--- src/rtl/alu_issue_stage_if.sv ---
// Issue-stage bus: upstream (ID) handshake + operands in, execute-side op out.
// slave is the issue stage's view, master is the view of whatever drives it.
interface alu_issue_stage_if #(
  parameter int unsigned XLEN = 32
);
  // Upstream side
  logic            i_valid;
  logic            o_ready;
  logic [31:0]     i_instr;
  logic [XLEN-1:0] i_pc;
  logic [XLEN-1:0] i_rs1_data;
  logic [XLEN-1:0] i_rs2_data;
  logic            i_flush;
  // Execute side
  logic            o_valid;
  logic            i_ready;
  logic [XLEN-1:0] o_alu_in1;
  logic [XLEN-1:0] o_alu_in2;
  logic [4:0]      o_alu_control;
  logic [4:0]      o_rd;
  logic            o_reg_write;
  logic            o_illegal;

  modport slave (
    input  i_valid, i_instr, i_pc, i_rs1_data, i_rs2_data, i_flush, i_ready,
    output o_ready, o_valid, o_alu_in1, o_alu_in2, o_alu_control, o_rd, o_reg_write,
           o_illegal
  );

  modport master (
    output i_valid, i_instr, i_pc, i_rs1_data, i_rs2_data, i_flush, i_ready,
    input  o_ready, o_valid, o_alu_in1, o_alu_in2, o_alu_control, o_rd, o_reg_write,
           o_illegal
  );
endinterface

--- src/rtl/alu_issue_stage.sv ---
// ALU issue stage: decodes RV32I OP / OP-IMM / LUI / AUIPC into ALU operands and a
// 5-bit control code, registered toward execute behind a valid/ready skid-less stage.
// Optional performance counters are enabled with the macro ALU_ISSUE_PERF_CNT_EN.
module alu_issue_stage #(
  parameter int unsigned XLEN = 32
) (
  input  logic        i_clk,
  input  logic        i_rst,
`ifdef ALU_ISSUE_PERF_CNT_EN
  input  logic        i_cnt_clr,
  output logic [31:0] o_issue_cnt,
  output logic [31:0] o_stall_cnt,
`endif
  alu_issue_stage_if.slave bus
);

  localparam logic [4:0] CtlAdd  = 5'b00000;
  localparam logic [4:0] CtlAnd  = 5'b00001;
  localparam logic [4:0] CtlOr   = 5'b00010;
  localparam logic [4:0] CtlXor  = 5'b00011;
  localparam logic [4:0] CtlSll  = 5'b00100;
  localparam logic [4:0] CtlSrl  = 5'b00101;
  localparam logic [4:0] CtlSra  = 5'b00110;
  localparam logic [4:0] CtlSub  = 5'b10000;
  localparam logic [4:0] CtlSlt  = 5'b10111;
  localparam logic [4:0] CtlSltu = 5'b11000;

  localparam logic [6:0] OpcOp    = 7'b0110011;
  localparam logic [6:0] OpcOpImm = 7'b0010011;
  localparam logic [6:0] OpcLui   = 7'b0110111;
  localparam logic [6:0] OpcAuipc = 7'b0010111;

  localparam logic [6:0] F7Base = 7'b0000000;
  localparam logic [6:0] F7Alt  = 7'b0100000;

  // Instruction fields
  logic [6:0]      opcode;
  logic [4:0]      rd;
  logic [2:0]      funct3;
  logic [6:0]      funct7;
  logic [XLEN-1:0] imm_i;
  logic [XLEN-1:0] imm_u;
  logic [XLEN-1:0] shamt_imm;
  logic [XLEN-1:0] shamt_reg;

  assign opcode    = bus.i_instr[6:0];
  assign rd        = bus.i_instr[11:7];
  assign funct3    = bus.i_instr[14:12];
  assign funct7    = bus.i_instr[31:25];
  assign imm_i     = {{(XLEN-12){bus.i_instr[31]}}, bus.i_instr[31:20]};
  assign imm_u     = {bus.i_instr[31:12], 12'b0};
  // The ALU shifts by the whole operand, so shift amounts are cleared above bit 4 here.
  assign shamt_imm = {{(XLEN-5){1'b0}}, bus.i_instr[24:20]};
  assign shamt_reg = {{(XLEN-5){1'b0}}, bus.i_rs2_data[4:0]};

  // Decoded next-state values
  logic [XLEN-1:0] in1_d;
  logic [XLEN-1:0] in2_d;
  logic [4:0]      ctrl_d;
  logic            illegal_d;
  logic            reg_write_d;

  // Registered outputs
  logic            valid_q;
  logic [XLEN-1:0] in1_q;
  logic [XLEN-1:0] in2_q;
  logic [4:0]      ctrl_q;
  logic [4:0]      rd_q;
  logic            reg_write_q;
  logic            illegal_q;

  logic accept;

  // Decode the incoming instruction into operands and control code
  always_comb begin
    in1_d     = '0;
    in2_d     = '0;
    ctrl_d    = CtlAdd;
    illegal_d = 1'b0;
    unique case (opcode)
      OpcOp: begin
        in1_d = bus.i_rs1_data;
        in2_d = bus.i_rs2_data;
        if (funct7 == F7Base) begin
          unique case (funct3)
            3'b000: ctrl_d = CtlAdd;
            3'b001: begin
              ctrl_d = CtlSll;
              in2_d  = shamt_reg;
            end
            3'b010: ctrl_d = CtlSlt;
            3'b011: ctrl_d = CtlSltu;
            3'b100: ctrl_d = CtlXor;
            3'b101: begin
              ctrl_d = CtlSrl;
              in2_d  = shamt_reg;
            end
            3'b110: ctrl_d = CtlOr;
            default: ctrl_d = CtlAnd;
          endcase
        end else if (funct7 == F7Alt && funct3 == 3'b000) begin
          ctrl_d = CtlSub;
        end else if (funct7 == F7Alt && funct3 == 3'b101) begin
          ctrl_d = CtlSra;
          in2_d  = shamt_reg;
        end else begin
          illegal_d = 1'b1;
        end
      end
      OpcOpImm: begin
        in1_d = bus.i_rs1_data;
        in2_d = imm_i;
        unique case (funct3)
          3'b000: ctrl_d = CtlAdd;
          3'b001: begin
            ctrl_d    = CtlSll;
            in2_d     = shamt_imm;
            illegal_d = (funct7 != F7Base);
          end
          3'b010: ctrl_d = CtlSlt;
          3'b011: ctrl_d = CtlSltu;
          3'b100: ctrl_d = CtlXor;
          3'b101: begin
            // Bit 30 picks arithmetic; any other upper bits make the encoding malformed.
            ctrl_d    = bus.i_instr[30] ? CtlSra : CtlSrl;
            in2_d     = shamt_imm;
            illegal_d = (funct7 != F7Base) && (funct7 != F7Alt);
          end
          3'b110: ctrl_d = CtlOr;
          default: ctrl_d = CtlAnd;
        endcase
      end
      OpcLui: begin
        in1_d = '0;
        in2_d = imm_u;
      end
      OpcAuipc: begin
        in1_d = bus.i_pc;
        in2_d = imm_u;
      end
      default: illegal_d = 1'b1;
    endcase
    // Illegal ops still issue, but as an inert ADD 0,0 that writes nothing.
    if (illegal_d) begin
      in1_d  = '0;
      in2_d  = '0;
      ctrl_d = CtlAdd;
    end
    reg_write_d = !illegal_d && (rd != 5'd0);
  end

  assign bus.o_ready = !valid_q || bus.i_ready;
  assign accept      = bus.i_valid && bus.o_ready;

  // Output register: flush beats accept; payload only changes on accept
  always_ff @(posedge i_clk or posedge i_rst) begin
    if (i_rst) begin
      valid_q     <= 1'b0;
      in1_q       <= '0;
      in2_q       <= '0;
      ctrl_q      <= CtlAdd;
      rd_q        <= '0;
      reg_write_q <= 1'b0;
      illegal_q   <= 1'b0;
    end else if (bus.i_flush) begin
      valid_q <= 1'b0;
    end else if (accept) begin
      valid_q     <= 1'b1;
      in1_q       <= in1_d;
      in2_q       <= in2_d;
      ctrl_q      <= ctrl_d;
      rd_q        <= rd;
      reg_write_q <= reg_write_d;
      illegal_q   <= illegal_d;
    end else if (bus.i_ready) begin
      valid_q <= 1'b0;
    end
  end

  assign bus.o_valid       = valid_q;
  assign bus.o_alu_in1     = in1_q;
  assign bus.o_alu_in2     = in2_q;
  assign bus.o_alu_control = ctrl_q;
  assign bus.o_rd          = rd_q;
  assign bus.o_reg_write   = reg_write_q;
  assign bus.o_illegal     = illegal_q;

`ifdef ALU_ISSUE_PERF_CNT_EN
  logic [31:0] issue_cnt_q;
  logic [31:0] stall_cnt_q;

  // Issue/stall counters on the execute-side handshake; clear wins over increment
  always_ff @(posedge i_clk or posedge i_rst) begin
    if (i_rst) begin
      issue_cnt_q <= '0;
      stall_cnt_q <= '0;
    end else if (i_cnt_clr) begin
      issue_cnt_q <= '0;
      stall_cnt_q <= '0;
    end else begin
      if (valid_q && bus.i_ready) begin
        issue_cnt_q <= issue_cnt_q + 32'd1;
      end
      if (valid_q && !bus.i_ready) begin
        stall_cnt_q <= stall_cnt_q + 32'd1;
      end
    end
  end

  assign o_issue_cnt = issue_cnt_q;
  assign o_stall_cnt = stall_cnt_q;
`endif

endmodule
--- src/flat_wrapper.sv ---
// flat-port wrapper written by rule: the top's interface ports become plain ports
module alu_issue_stage_flat 
#(
  parameter int unsigned XLEN = 32
)
  (i_clk, i_rst, bus_i_valid, bus_i_instr, bus_i_pc, bus_i_rs1_data, bus_i_rs2_data, bus_i_flush, bus_i_ready, bus_o_ready, bus_o_valid, bus_o_alu_in1, bus_o_alu_in2, bus_o_alu_control, bus_o_rd, bus_o_reg_write, bus_o_illegal);
  alu_issue_stage_if #(.XLEN(XLEN)) bus_i ();
  input  logic i_clk;
  input  logic i_rst;
  input wire logic [$bits(bus_i.i_valid)-1:0] bus_i_valid;
  input wire logic [$bits(bus_i.i_instr)-1:0] bus_i_instr;
  input wire logic [$bits(bus_i.i_pc)-1:0] bus_i_pc;
  input wire logic [$bits(bus_i.i_rs1_data)-1:0] bus_i_rs1_data;
  input wire logic [$bits(bus_i.i_rs2_data)-1:0] bus_i_rs2_data;
  input wire logic [$bits(bus_i.i_flush)-1:0] bus_i_flush;
  input wire logic [$bits(bus_i.i_ready)-1:0] bus_i_ready;
  output wire logic [$bits(bus_i.o_ready)-1:0] bus_o_ready;
  output wire logic [$bits(bus_i.o_valid)-1:0] bus_o_valid;
  output wire logic [$bits(bus_i.o_alu_in1)-1:0] bus_o_alu_in1;
  output wire logic [$bits(bus_i.o_alu_in2)-1:0] bus_o_alu_in2;
  output wire logic [$bits(bus_i.o_alu_control)-1:0] bus_o_alu_control;
  output wire logic [$bits(bus_i.o_rd)-1:0] bus_o_rd;
  output wire logic [$bits(bus_i.o_reg_write)-1:0] bus_o_reg_write;
  output wire logic [$bits(bus_i.o_illegal)-1:0] bus_o_illegal;
  assign bus_i.i_valid = bus_i_valid;
  assign bus_i.i_instr = bus_i_instr;
  assign bus_i.i_pc = bus_i_pc;
  assign bus_i.i_rs1_data = bus_i_rs1_data;
  assign bus_i.i_rs2_data = bus_i_rs2_data;
  assign bus_i.i_flush = bus_i_flush;
  assign bus_i.i_ready = bus_i_ready;
  assign bus_o_ready = bus_i.o_ready;
  assign bus_o_valid = bus_i.o_valid;
  assign bus_o_alu_in1 = bus_i.o_alu_in1;
  assign bus_o_alu_in2 = bus_i.o_alu_in2;
  assign bus_o_alu_control = bus_i.o_alu_control;
  assign bus_o_rd = bus_i.o_rd;
  assign bus_o_reg_write = bus_i.o_reg_write;
  assign bus_o_illegal = bus_i.o_illegal;
  alu_issue_stage #(.XLEN(XLEN)) u_core (.i_clk(i_clk), .i_rst(i_rst), .bus(bus_i));
endmodule
--- config.mk ---
export PLATFORM = sky130hd
export DESIGN_NAME = alu_issue_stage_flat
export DESIGN_NICKNAME = d
export VERILOG_FILES = /design/src/rtl/alu_issue_stage_if.sv /design/src/rtl/alu_issue_stage.sv /design/src/flat_wrapper.sv
export SDC_FILE = /design/constraint.sdc
export NUM_CORES = 1
export LEC_CHECK = 0
export BUFFER_PORTS_ARGS = -buffer_cell sky130_fd_sc_hd__buf_2
export CORE_MARGIN = 2
export CORE_UTILIZATION = 40
export CTS_CLUSTER_SIZE = 30
export DETAILED_ROUTE_END_ITERATION = 10
export PLACE_DENSITY = 0.87
export SKIP_CTS_REPAIR_TIMING = 1
export SYNTH_ARGS = -nofsm -noshare
export SYNTH_HDL_FRONTEND = slang
export SYNTH_SLANG_ARGS = --single-unit
--- constraint.sdc ---
create_clock -name i_clk -period 2.4 [get_ports i_clk]
set_clock_uncertainty 0.2 [all_clocks]
set_input_delay 0.12 -clock i_clk [delete_from_list [all_inputs] [get_ports i_clk]]
set_output_delay 0.12 -clock i_clk [all_outputs]
set_load 0.02 [all_outputs]
### Yosys cells after proc, flatten, opt, wreduce, memory -nomap -nowiden

Index checks and enable logic that the tools add are counted.

| storage, ports and cells | value |
|---|---|
| bits in registers | 77 |
| input port bits | 133 |
| logic and storage cells | 62 |

| operators by class | value |
|---|---|
| equal/unequal tests | 12 |
| muxes and demuxes | 25 |
| bitwise operators | 1 |
| reduce and logical (&&, ||, !) cells | 17 |

Operators with widths:

| kind | count |
|---|---|
| 32-bit 2-to-1 mux | 7 |
| 32-bit one-hot mux with 3 select lines | 1 |
| 5-bit one-hot mux with 7 select lines | 2 |
| 32-bit one-hot mux with 2 select lines | 1 |
| 7-bit by 6-bit == test with 1-bit output (second input constant) | 3 |
| 5-bit 2-to-1 mux | 3 |
| 7-bit by 5-bit == test with 1-bit output (second input constant) | 2 |
| 5-bit one-hot mux with 2 select lines | 1 |
| 3-bit == test (second input constant) | 3 |
| 7-bit zero test | 1 |
| 7-bit by 6-bit inequality test with 1-bit output (second input constant) | 1 |
| 7-bit nonzero test | 1 |
| 3-bit by 2-bit == test with 1-bit output (second input constant) | 2 |
| 1-bit 2-to-1 mux | 6 |
| 2-bit OR reduction | 3 |
| 1-bit logical AND | 5 |
| 5-bit nonzero test | 1 |
| 3-bit by 1-bit == test with 1-bit output (second input constant) | 1 |
| 3-bit zero test | 1 |
| 3-bit 2-to-1 mux | 1 |
| 1-bit one-hot mux with 3 select lines | 1 |
| 3-bit nonzero test | 1 |
| 1-bit zero test | 2 |
| 2-bit 2-to-1 mux | 1 |
| 4 further kinds | 4 |

### Depth between registers and ports, before layout

| logic depth | value |
|---|---|
| word-level depth | 8 |
| mapped depth | 8 |
| gate-level depth less buffers | 5 |

### Worst setup path before layout

Ideal clock, no wire load.

| path | value |
|---|---|
| kind | flip-flop to flip-flop |
| start | reg u_core.valid_q (netlist: u_core.bus.o_valid) |
| end | reg u_core.in2_q[10] (netlist: u_core.bus.o_alu_in2[10]) |
| setup time | 77 ps |
| arrival | 1767 ps |
| data required time | 2123 ps |
| path slack | 355 ps |
| stages on the path, launching flop included | 7 |
| path buffers | 1 |
| cell sequence | dfrtp_1 -> nand2b_1 -> nand3b_1 -> a2111oi_2 -> o41ai_4 -> buf_6 -> o21ai_1 |

| between the ends | value |
|---|---|
| longest elaborated chain between the ends | 4 |

RTL lines:

| item | line | source |
|---|---|---|
| start, declared | alu_issue_stage.sv:64 | `logic valid_q;` |
| start signal, assigned | alu_issue_stage.sv:158 | `valid_q <= 1'b0;` |
| start signal, assigned | alu_issue_stage.sv:166 | `valid_q <= 1'b0;` |
| start signal, assigned | alu_issue_stage.sv:168 | `valid_q <= 1'b1;` |
| 1-bit zero test | alu_issue_stage.sv:152 | `assign bus.o_ready = !valid_q \|\| bus.i_ready;` |
| 1-bit logical OR | alu_issue_stage.sv:152 |  |
| named net bus_o_ready | flat_wrapper.sv:17 | `output wire logic [$bits(bus_i.o_ready)-1:0] bus_o_ready;` |
| 1-bit logical AND | alu_issue_stage.sv:153 | `assign accept = bus.i_valid && bus.o_ready;` |
| 2-bit AND reduction (no source line) | n/a |  |
| end signal, assigned | alu_issue_stage.sv:170 | `in2_q <= in2_d;` |
| end, declared | alu_issue_stage.sv:66 | `logic [XLEN-1:0] in2_q;` |

The timed path passes the listed nets, and every way through them passes these cells.
A chain may end at the register's enable or synchronous reset.

### Worst setup path in the final report

| path | value |
|---|---|
| start | reg u_core.valid_q (netlist: u_core.bus.o_valid) |
| end | reg u_core.in1_q[14] (netlist: u_core.bus.o_alu_in1[14]) |

| between the ends | value |
|---|---|
| longest elaborated chain between the ends | 4 |

RTL lines:

| item | line | source |
|---|---|---|
| 1-bit zero test | alu_issue_stage.sv:152 |  |
| 1-bit logical OR | alu_issue_stage.sv:152 |  |
| 1-bit logical AND | alu_issue_stage.sv:153 |  |
| 2-bit AND reduction (no source line) | n/a |  |
| end signal, assigned | alu_issue_stage.sv:169 | `in1_q <= in1_d;` |
| end, declared | alu_issue_stage.sv:65 | `logic [XLEN-1:0] in1_q;` |

No other way between the ends.

==> flow_metrics.tcl <==
set metrics [dict create \
    viasPerCell 5.52 \
    cp.required_ns 2.45 \
    cts_buffer_depth 2 \
    fmax_ghz 0.440 \
    p_per_area_nw_per_um2 471 \
    start_util 0.410 \
    critical_path.max_stage_delay_ns 0.42 \
    p_leak_nw 3.08 \
    final_max_slew_viol_count 0 \
    rsz0062_at_grt "false" \
    violations "negative hold slack" \
    maxSlewHeadroom 0.165 \
    core_sq_um 9200 \
    numPortBuffers 210 \
    grt_pass1_vias 3775 \
    cts_buffers 9 \
    r2r_cells 6 \
    post-route-min-period_ns 2.27 \
    yosysWarnings 0 \
    fillers 674 \
    numClockSinks 77 \
    yosysMostFrequentCell "dfrtp_1" \
    yosys.area.top_type "dfrtp_1" \
    grt_pass1_wl_microns 18100 \
    path_cells "nand2b_1, nand3b_1, a2111oi_2, o41ai_4, buf_4, o21ai_1" \
    holdWs_ns -0.00482 \
    hold_depth 4 \
    wl_microns 14800 \
    path_max_fanout 22 \
    synth_top_flop_cell "dfrtp_1" \
    hp-class "input port to flip-flop" \
    track_usage 0.226 \
    final.period_utilization 0.947 \
    path_buf_inv 1 \
    drt_iter0_markers 210 \
    synth_common_cells "dfrtp_1 (77), nand2_1 (62), o21ai_1 (59)" \
    post-route-drc-count 0 \
    netlist.area_leader.share 0.511 \
    drtPass1Iterations 4 \
    timing.rr.end "u_core.bus.o_alu_in1[14]" \
    crit_path_end_kind "flip-flop" \
    die_w_microns 101 \
    die-area_sq_um 10200 \
    avgSynthCellArea_sq_um 9.99 \
    num_rows 35 \
    yosys.cell_types.count 40 \
    root_buffer "clkbuf_8" \
    overflow 0 \
    num_antenna_cells 0 \
    irDropWorstVdd_mv 0.321 \
    cp-start-kind "flip-flop" \
    hold_end "u_core.bus.o_alu_in2[16]" \
    design_area_sq_um 6330 \
    cts_tree "yes" \
    antenna_found_initial 0 \
    setup_viol 0 \
    ys_ff_latch 77 \
    slowest_stage "a2111oi_2" \
    netlist_instances 377 \
    hold_viol_final 2 \
    critical_path_class "flip-flop to flip-flop" \
    regToRegSetupSlack_ns 0.13 \
    holdCritStartpoint "bus_i_instr[16]" \
    synthesis.nets 510 \
    clk_latency_ns 0.33 \
    final_antenna_net_count 0 \
    cts-htree-levels 3 \
    finalNetCount 835 \
    dp_hpwl_microns 8590 \
    cp.arrival_ns 2.32 \
    synthesis.area_sq_um 3770 \
    maxCapViolations 0 \
    drive_gt1_frac 0.377 \
    gp_congestion 0.843 \
    async_flop_share 1.00 \
    place_area_sq_um 4930 \
    die_y_microns 101 \
    synth-seq-area-share 0.511 \
    grt_max_degree 77 \
    status "complete, but fails checks" \
    cpLargestDelayFamily "compound AO/OA/AOI/OAI gates" \
    synth_edf_count 0 \
    via_count 4510 \
    wl_per_cell_microns 18.1 \
    r2r-start "u_core.bus.o_valid" \
    area_growth_pct 68.0 \
    synthTopCellsByArea "dfrtp_1 (51%), o21ai_1 (7.8%), a22oi_1 (7.6%), nand2_1 (6.2%), a2bb2oi_1 (4.4%)" \
    tns_ns 0 \
    worst_pin_slew_ns 1.25 \
    io_pins 211 \
    cts.clk_slew.worst_paths_ns 0.08 \
]
==> through the flow <==
step / std cells / util / setup slack [ns] / hold slack [ns] / total power, mW
after detailed placement: 684 / 0.536 / -0.0290 / 0.0405 / 1.76
after floorplan: 377 / - / 0.113 / -0.0169 / 1.56
after CTS: 699 / 0.559 / 0.185 / -0.327 / 2.82
after global routing: 817 / 0.688 / 0.0359 / 0.0155 / 3.09
final: 817 / 0.688 / 0.127 / -0.00482 / 2.98
after global placement: 684 / 0.536 / -0.0343 / 0.0299 / 1.75
==> cell type report <==
class                      count  area (sq um)  area share
timing repair buffer         346          2400       0.379
clock inverter                 4          72.6      0.0115
clock buffer                  11           141      0.0223
tap                          111           139      0.0219
multi-input combinational    260          1620       0.256
inverter                       8          31.3     0.00494
sequential                    77          1930       0.304
==> where the power goes <==
part / total, mW / internal (mW) / switching (mW)
Combinational: 0.587 / 0.315 / 0.272
Clock: 1.06 / 0.608 / 0.457
Sequential: 1.33 / 1.32 / 0.0127
==> per-layer routing <==
layer | wire length, microns | vias up | share of wire | global-route usage
li1 | - | 2033 | - | -
met1 | 5630 | 2140 | 0.38 | 0.277
met2 | 7630 | 303 | 0.52 | 0.389
met3 | 1180 | 34 | 0.080 | 0.0416
met4 | 337 | 0 | 0.023 | 0.101
met5 | 0 | - | 0 | 0
==> worst register-to-register path, stage by stage, from the launching register on <==
cell and delay [ns]:
dfrtp_1 0.39, nand2b_1 0.13, nand3b_1 0.16, a2111oi_2 0.42, o41ai_4 0.38, buf_4 0.32
o21ai_1 0.19
==> logic make-up after synthesis <==
group / synth area share
AO/OA/AOI/OAI: 0.303
XOR/XNOR: 0.00233
buffers and inverters: 0.0588
flip-flops: 0.511
multiplexers: 0.0299
AND/OR/NAND/NOR: 0.0947
==> how the worst max path moves through the flow <==
| stage | from | slack [ns] | endpoint | cells past startpoint |
|---|---|---|---|---|
| 2_1_floorplan | i_rst | 0.11 | u_core.bus.o_alu_control[0] | 1 |
| 3_3_place_gp | bus_i_instr[6] | -0.03 | u_core.bus.o_alu_in2[11] | 6 |
| 3_5_place_dp | bus_i_instr[6] | -0.03 | u_core.bus.o_alu_in1[14] | 6 |
| 4_1_cts | u_core.bus.o_valid | 0.18 | u_core.bus.o_alu_in1[14] | 6 |
| 5_1_grt | u_core.bus.o_valid | 0.04 | u_core.bus.o_alu_in1[14] | 6 |
| 6_report | u_core.bus.o_valid | 0.13 | u_core.bus.o_alu_in1[14] | 6 |
==> flip-flops by register name, summed over array words and instances, names as in the netlist <==
signal / cells
u_core.bus.o_alu_in1: 32
u_core.bus.o_alu_in2: 32
u_core.bus.o_alu_control: 5
u_core.bus.o_rd: 5
u_core.bus.o_illegal: 1
u_core.bus.o_reg_write: 1
u_core.bus.o_valid: 1
==> placed cells by master (no fill, tap or decap), types with 10 or more instances in the layout <==
cell | synthesis | routed
a22oi_1 | 38 | 38
mux2_2 | 10 | 10
buf_2 | 3 | 210
clkbuf_8 | 0 | 10
nand2_1 | 62 | 62
dfrtp_1 | 77 | 77
a21oi_1 | 22 | 22
a2bb2oi_1 | 19 | 19
o21ai_1 | 59 | 59
dlygate4sd3_1 | 0 | 117
buf_4 | 0 | 16
No activity file was read; power rests on OpenSTA's default activity.
